### src/rtl/div_pkg.sv
// Shared types and constants for the sequential signed divider.
package div_pkg;

    localparam int unsigned DIV_WIDTH   = 32;
    localparam int unsigned DIV_CNT_W   = 6;
    localparam int unsigned DIV_LATENCY = 34;

    typedef enum logic [1:0] {
        IDLE = 2'd0,
        CALC = 2'd1,
        FIX  = 2'd2,
        DONE = 2'd3
    } div_state_t;

endpackage

### src/rtl/div_step.sv
// One restoring-division step on magnitudes: shift {rem, quo} left, subtract the divisor if it fits.
module div_step #(
    parameter int unsigned WIDTH = 32
) (
    input  logic [WIDTH-1:0] rem_i,
    input  logic [WIDTH-1:0] quo_i,
    input  logic [WIDTH-1:0] dvs_i,
    output logic [WIDTH-1:0] rem_c_o,
    output logic [WIDTH-1:0] quo_c_o
);

    logic [WIDTH:0] rem_sh;
    logic [WIDTH:0] trial;

    // rem < dvs always holds, so rem_sh fits WIDTH+1 bits and the result fits WIDTH bits
    always_comb begin
        rem_sh = {rem_i, quo_i[WIDTH-1]};
        trial  = rem_sh - {1'b0, dvs_i};
        if (!trial[WIDTH]) begin
            rem_c_o = trial[WIDTH-1:0];
            quo_c_o = {quo_i[WIDTH-2:0], 1'b1};
        end else begin
            rem_c_o = rem_sh[WIDTH-1:0];
            quo_c_o = {quo_i[WIDTH-2:0], 1'b0};
        end
    end

endmodule

### src/rtl/div_unit.sv
// Sequential signed divider (MIPS DIV): quotient to lo, remainder to hi, one bit per cycle.
// Defining DIV_UNSIGNED_EN adds an is_unsigned input selecting DIVU behaviour.
module div_unit
    import div_pkg::*;
#(
    parameter int unsigned WIDTH = DIV_WIDTH,
    parameter int unsigned CNT_W = DIV_CNT_W
) (
    input  logic             clk,
    input  logic             reset,
    input  logic             start,
`ifdef DIV_UNSIGNED_EN
    input  logic             is_unsigned,
`endif
    input  logic [WIDTH-1:0] a,
    input  logic [WIDTH-1:0] b,
    output logic             busy,
    output logic             done,
    output logic             div0,
    output logic [WIDTH-1:0] hi,
    output logic [WIDTH-1:0] lo
);

    div_state_t       state_q, state_d;
    logic [CNT_W-1:0] cnt_q, cnt_d;
    logic [WIDTH-1:0] rem_q, rem_d;
    logic [WIDTH-1:0] quo_q, quo_d;
    logic [WIDTH-1:0] dvs_q, dvs_d;
    logic             sgn_quo_q, sgn_quo_d;
    logic             sgn_rem_q, sgn_rem_d;
    logic [WIDTH-1:0] hi_q, hi_d;
    logic [WIDTH-1:0] lo_q, lo_d;
    logic             busy_q, busy_d;
    logic             done_q, done_d;
    logic             div0_q, div0_d;

    logic             signed_op;
    logic             a_neg;
    logic             b_neg;
    logic [WIDTH-1:0] a_mag;
    logic [WIDTH-1:0] b_mag;
    logic [WIDTH-1:0] step_rem;
    logic [WIDTH-1:0] step_quo;

`ifdef DIV_UNSIGNED_EN
    assign signed_op = ~is_unsigned;
`else
    assign signed_op = 1'b1;
`endif

    // Magnitudes are unsigned WIDTH bits, so the most negative value maps onto itself correctly
    assign a_neg = signed_op & a[WIDTH-1];
    assign b_neg = signed_op & b[WIDTH-1];
    assign a_mag = a_neg ? (~a + WIDTH'(1)) : a;
    assign b_mag = b_neg ? (~b + WIDTH'(1)) : b;

    div_step #(
        .WIDTH (WIDTH)
    ) u_step (
        .rem_i   (rem_q),
        .quo_i   (quo_q),
        .dvs_i   (dvs_q),
        .rem_c_o (step_rem),
        .quo_c_o (step_quo)
    );

    always_ff @(posedge clk or posedge reset) begin
        if (reset) begin
            state_q   <= IDLE;
            cnt_q     <= '0;
            rem_q     <= '0;
            quo_q     <= '0;
            dvs_q     <= '0;
            sgn_quo_q <= 1'b0;
            sgn_rem_q <= 1'b0;
            hi_q      <= '0;
            lo_q      <= '0;
            busy_q    <= 1'b0;
            done_q    <= 1'b0;
            div0_q    <= 1'b0;
        end else begin
            state_q   <= state_d;
            cnt_q     <= cnt_d;
            rem_q     <= rem_d;
            quo_q     <= quo_d;
            dvs_q     <= dvs_d;
            sgn_quo_q <= sgn_quo_d;
            sgn_rem_q <= sgn_rem_d;
            hi_q      <= hi_d;
            lo_q      <= lo_d;
            busy_q    <= busy_d;
            done_q    <= done_d;
            div0_q    <= div0_d;
        end
    end

    always_comb begin
        state_d   = state_q;
        cnt_d     = cnt_q;
        rem_d     = rem_q;
        quo_d     = quo_q;
        dvs_d     = dvs_q;
        sgn_quo_d = sgn_quo_q;
        sgn_rem_d = sgn_rem_q;
        hi_d      = hi_q;
        lo_d      = lo_q;
        done_d    = 1'b0;
        div0_d    = 1'b0;

        unique case (state_q)
            IDLE: begin
                if (start) begin
                    if (b == '0) begin
                        div0_d = 1'b1;
                    end else begin
                        rem_d     = '0;
                        quo_d     = a_mag;
                        dvs_d     = b_mag;
                        sgn_quo_d = a_neg ^ b_neg;
                        sgn_rem_d = a_neg;
                        cnt_d     = CNT_W'(WIDTH);
                        state_d   = CALC;
                    end
                end
            end
            CALC: begin
                rem_d = step_rem;
                quo_d = step_quo;
                cnt_d = cnt_q - CNT_W'(1);
                if (cnt_q == CNT_W'(1)) begin
                    state_d = FIX;
                end
            end
            FIX: begin
                lo_d    = sgn_quo_q ? (~quo_q + WIDTH'(1)) : quo_q;
                hi_d    = sgn_rem_q ? (~rem_q + WIDTH'(1)) : rem_q;
                state_d = DONE;
            end
            DONE: begin
                // done is registered, so it rises together with busy falling on the return to IDLE
                done_d  = 1'b1;
                state_d = IDLE;
            end
            default: state_d = IDLE;
        endcase

        busy_d = (state_d != IDLE);
    end

    assign busy = busy_q;
    assign done = done_q;
    assign div0 = div0_q;
    assign hi   = hi_q;
    assign lo   = lo_q;

endmodule
### config.mk
export PLATFORM = sky130hd
export DESIGN_NAME = div_unit
export DESIGN_NICKNAME = d
export VERILOG_FILES = /design/src/rtl/div_pkg.sv /design/src/rtl/div_step.sv /design/src/rtl/div_unit.sv
export SDC_FILE = /design/constraint.sdc
export NUM_CORES = 1
export LEC_CHECK = 0
export CAP_MARGIN = 25
export CORE_MARGIN = 4
export CORE_UTILIZATION = 62
export DETAILED_ROUTE_END_ITERATION = 7
export PLACE_DENSITY = 0.95
export SLEW_MARGIN = 15
export SYNTH_ARGS = -nofsm -noshare
export SYNTH_HDL_FRONTEND = slang
export SYNTH_SLANG_ARGS = --single-unit
### constraint.sdc
create_clock -name clk -period 16 [get_ports clk]
set_input_delay 4.8 -clock clk [delete_from_list [all_inputs] [get_ports clk]]
set_output_delay 4.8 -clock clk [all_outputs]
set_load 0.005 [all_outputs]
* After elaboration in Yosys (flattened, before gate mapping)
Index checks and enable logic that the tools add are counted.
** Storage, ports and cells
- Output and inout bits :: 67
- Bits in registers :: 173
- Memories kept :: 0
- Input bits :: 67
- Bits in read-only memories :: 0
- Word-level logic and storage cells :: 59
- Memory bits (writable) :: 0
- Bits in latches :: 0
** Operators by class
- Magnitude comparators :: 0
- Reductions and logical operators :: 6
- Shifts and indexed selects :: 0
- $add $sub $neg :: 6
- Divide/modulo/power cells :: 0
- Multipliers :: 0
- Multiplexer cells :: 23
- Equality and inequality tests :: 6
- Bitwise logic cells :: 6
** Operators by type and width (number)
- $mux W32 :: 9
- $add A32 B1 Y32 const B :: 4
- $not A32 Y32 :: 4
- $pmux W32 S2 :: 2
- $sub A33 B32 Y33 :: 1
- $logic_not A32 Y1 :: 1
- $mux W6 :: 2
- $pmux W6 S2 :: 1
- $pmux W2 S4 :: 1
- $eq A6 B1 Y1 const B :: 1
- $mux W2 :: 3
- $reduce_and A3 Y1 :: 2
- $sub A6 B1 Y6 const B :: 1
- $mux W1 :: 5
- $eq A2 B2 Y1 const B :: 2
- $ne A2 B2 Y1 const B :: 2
- $reduce_bool A2 Y1 :: 2
- $eq A2 B1 Y1 const B :: 1
- $logic_not A2 Y1 :: 1
- $not A1 Y1 :: 1
- $xor A1 B1 Y1 :: 1

* Longest topological paths before layout
- Depth in word-level cells :: 6
- Depth in mapped cells :: 14
- Mapped depth without buffers :: 12

* Hierarchy
Synthesis repeated with hierarchy kept, for this count alone.
** Second synthesis, totals
- Cell total of the unflattened synthesis :: 1308
- Area, all modules :: 11751.3 um^2
** By module, submodules not included
- div_unit :: instances 1, cells an instance 966, area each 9262.6 um^2, seq. area each 4329.2 um^2
- div_step :: instances 1, cells an instance 342, area each 2488.6 um^2, seq. area each 0.0 um^2

* Least setup slack after synthesis
Ideal clock, no wire load.
- Path type :: input port to flip-flop
- From :: input port b[9]
- To :: register dvs_q[15]
- Setup slack :: 8.864 ns
- Library setup time :: 0.127 ns
- Data arrival time :: 7.009 ns
- Path buffers :: 3
- Required time :: 15.873 ns
- Stages :: 10
- Cell sequence :: or4_4 -> nor4_4 -> nand4b_1 -> or4_4 -> and3b_1 -> buf_6 -> nand2b_1 -> buf_4 -> clkbuf_2 -> o21ai_0
** Between the ends
- Longest elaborated chain between the ends :: 3
- Elaborated cells on any way between the ends :: 6
- Those cells by class :: 1 x add/sub; 1 x mux; 2 x bitwise; 2 x reduce/logical
** Ends and longest elaborated chain
- start: declaration :: line div_unit.sv:16 : input logic [WIDTH-1:0] b,
- $not A32 Y32 / $logic_not A32 Y1 (equally long branches) :: line div_unit.sv:55, div_unit.sv:113
- $add A32 B1 Y32 / $not A1 Y1 (equally long branches)
- $mux W32 / $reduce_and A3 Y1 (equally long branches)
- end signal: assignment :: line div_unit.sv:86 : dvs_q <= dvs_d;
- end: declaration :: line div_unit.sv:28 : logic [WIDTH-1:0] dvs_q, dvs_d;
Several ways; a longest one is shown, not always the timed one.
A chain may end at the register's enable or synchronous reset.

* Final worst setup path
- From :: input port b[18]
- To :: register cnt_q[4]
** Between the ends
- Longest elaborated chain between the ends :: 3
** Ends and longest elaborated chain
- $logic_not A32 Y1 :: line div_unit.sv:113 : if (b == '0) begin
- $ne A2 B2 Y1 (no source line)
- $reduce_and A3 Y1 (no source line)
- end signal: assignment :: line div_unit.sv:83 : cnt_q <= cnt_d;
- end: declaration :: line div_unit.sv:25 : logic [CNT_W-1:0] cnt_q, cnt_d;
No other way between the ends.

==> out/metrics.cfg <==
[routing]
wl_per_cell_um = 18.2
met3_length_um = 2890
viasPerCell = 6.33
wirelength_um = 30200
drtIter0Drc = 1215
first_pass_iters = 6
ant_nets = 0
dr_total_vias = 10500
route.met2.wl_um = 14100
drc = 0
wirelength_met1_um = 12700
maxUsedRoutingLayer = met4

[yosys]
synth_warnings = 0
syn_area_um2 = 11500
ys_seq_area_frac = 0.378
synth_edf_count = 0
ys_ff_latch = 173
synth_top_flop_cell = dfrtp_1
netlist_instances = 1329
async_reset_ff_frac = 1.00
synth_nets = 1435
avgSynthCellArea_um2 = 8.63
ys_types = 74

[cts]
htreeDepth = 4
cts_post_setup_buffers_inserted = 0
clk_pin_slew_ns = 0.07
cts_resized = 0
clk_path_buf_depth = 2
cts_root_buf = clkbuf_16
cts_hold_buf = 0
cts.sinks = 173
worstSkewPairLatency_ns = 0.43
cts_buffers = 17
cts_tree = done

[global_routing]
track_usage = 0.287
antenna_found_initial = 0
grt_max_degree = 129
grt_overflow = 0
grt_pass1_vias = 9735
grt_pass1_wl_um = 48200

[layout]
mostFrequentLayoutCell = o21ai_0
final_cell_mix = o21ai_0, nand2_1, dfrtp_1
area_growth_pct = 17.5
drive_gt1_frac = 0.0540
num-nets-final = 1520
num_antenna_cells = 0

[critical_path]
cp-end-kind = register
slowest_stage = or4_1
startpoint = b[18]
r2r-end = rem_q[18]
path_depth = 10
r2r_cells = 12
endpoint = cnt_q[4]
cpPeakStageDelay_ns = 0.62
r2r_start = quo_q[31]
startpoint_type = primary input
critical_path_required_ns = 16.33
crit_family = simple AND/OR/NAND/NOR gates
crit_chain = clkdlybuf4s50_1, or4_1, nor4_2, nand4b_1, or4_4, and3b_1, nand2b_1, buf_4, o311ai_0, o41ai_1
r2r_setup_slack_ns = 11.98
cp_max_fo = 34
path_buf_inv = 2
worstSetupPathType = in -> reg
cp.arrival_ns = 8.41

[sta]
period_minus_slack_ns = 8.09
period_share = 0.505
drv_slew = 0
relSlewSlack = 0.328
fin_ws_ns = 7.91
worst_pin_slew_ns = 1.01
setup_viol = 0
clock.fmax_ghz = 0.124
fin_setup_tns_ns = 0
rsz0062_at_grt = false
finalHoldViolCount = 0
clock_skew_ns = 0.00888

[placed_design]
gp_congestion = 0.932
hpwlAfterDp_um = 21200
dpl_worst_slack_ns = 7.52
io_buffers = 133

[worst_hold_path]
hold_class = reg -> reg
hold-path-cell-count = 2

[floorplan]
die_x_um = 144
dieArea_um2 = 20700
initial_utilization = 0.634
num_rows = 49
die_y_um = 144
pin_count = 134
core_area_um2 = 18100

[pwr]
p_total_mw = 3.19
power.leakage_nw = 5.74
powerDensity_nw_per_um2 = 237
ir_drop_mv = 0.152

[run_status]
status = finished, final reports clean

[job]
cap_violations = 0

==> synthesized netlist by cell type, drive strengths merged (3+ instances only) <==
cell type    n  area share
o21ai      219       0.096
nand2      196       0.064
dfrtp      173        0.38
xor2        99       0.076
a21oi       59       0.026
clkbuf      58       0.021
nor2        55       0.019
inv         50       0.016
xnor2       46       0.035
ha          38       0.041
o31ai       33       0.023
mux2i       29       0.025
a22oi       25       0.016
buf         22       0.012
o41ai       22       0.017
or4         20       0.015
nor2b       19       0.010
nand3       17      0.0074
nand2b      16      0.0087
nor3        12      0.0052
a21o         9      0.0059
or3          9      0.0059
nor4         8      0.0081
o21a         8      0.0052
nand4        7      0.0038
and3         6      0.0033
nand3b       6      0.0050
or2          6      0.0033
a31oi        5      0.0027
nand4b       5      0.0038
nor4b        5      0.0038
a211oi       4      0.0026
a221o        4      0.0035
o22ai        4      0.0022
a21boi       3      0.0029
and2         3      0.0016
o211a        3      0.0026
o21bai       3      0.0020
==> layout make-up <==
type / instances / area (um^2)
clock buffers: 18 / 439
multi-input cells: 1026 / 6580
well taps: 229 / 287
repair buffers: 146 / 1490
clock inverters: 14 / 146
inverters: 50 / 193
flip-flops and latches: 173 / 4330
fillers: 1215 / 4620
==> worst reg2reg max path: stages, from the launching register on <==
cell and delay [ns]:
dfrtp_1 0.43, inv_1 0.12, ha_1 0.24, fa_1 0.25
nor2b_1 0.09, o2111ai_1 0.25, a21oi_1 0.15, o31ai_1 0.48
nand2_1 0.26, a31o_2 0.32, a311o_2 0.74, nor4b_1 0.32
a221o_1 0.27
==> report_power, final <==
group | switching (mW) | internal [mW] | total [mW]
combinational | 0.991 | 0.840 | 1.83
sequential | 0.290 | 0.659 | 0.950
clock | 0.186 | 0.225 | 0.410
total | 1.47 | 1.72 | 3.19
==> registers in the layout (all words and copies together), names as in the netlist <==
name and flops:
hi 32, sgn_rem_q 1, busy 1, done 1, sgn_quo_q 1, rem_q 32
cnt_q 6, state_q 2, div0 1, lo 32, quo_q 32, dvs_q 32
==> logic make-up (layout without fill, tap and decap cells) <==
kind of cell | after synthesis | count (layout) | synth area share
fa+ha+maj | 39 | 39 | 0.0432
compound gates | 419 | 419 | 0.221
flops | 173 | 173 | 0.378
mux | 29 | 29 | 0.0253
xor+xnor | 145 | 145 | 0.111
simple gates | 394 | 394 | 0.172
buf+inv | 130 | 228 | 0.0493
==> routing by layer <==
| metal | global-route usage | vias to the layer above |
|---|---|---|
| li1 | - | 4893 |
| met1 | 0.407 | 4953 |
| met2 | 0.455 | 587 |
| met3 | 0.0496 | 52 |
| met4 | 0.0877 | 0 |
| met5 | 0 | - |
==> stage by stage <==
| step | std cells | util | area [um^2] | hold slack [ns] |
|---|---|---|---|---|
| 2_1_floorplan | 1329 | - | 11500 | 0.447 |
| 3_3_place_gp | 1619 | 0.707 | 12800 | 0.460 |
| 3_5_place_dp | 1619 | 0.707 | 12800 | 0.469 |
| 4_1_cts | 1651 | 0.739 | 13400 | 0.485 |
| 5_1_grt | 1656 | 0.745 | 13500 | 0.492 |
| 6_report | 1656 | 0.745 | 13500 | 0.479 |
==> how the worst min path moves through the flow <==
stage	from	endpoint	slack, ns
6_report	lo[9]	lo[9]	0.48
5_1_grt	lo[22]	lo[22]	0.49
4_1_cts	lo[9]	lo[9]	0.49
3_5_place_dp	lo[9]	lo[9]	0.47
3_3_place_gp	lo[2]	lo[2]	0.46
2_1_floorplan	cnt_q[4]	cnt_q[4]	0.45
(Power assumes the default switching activity.)
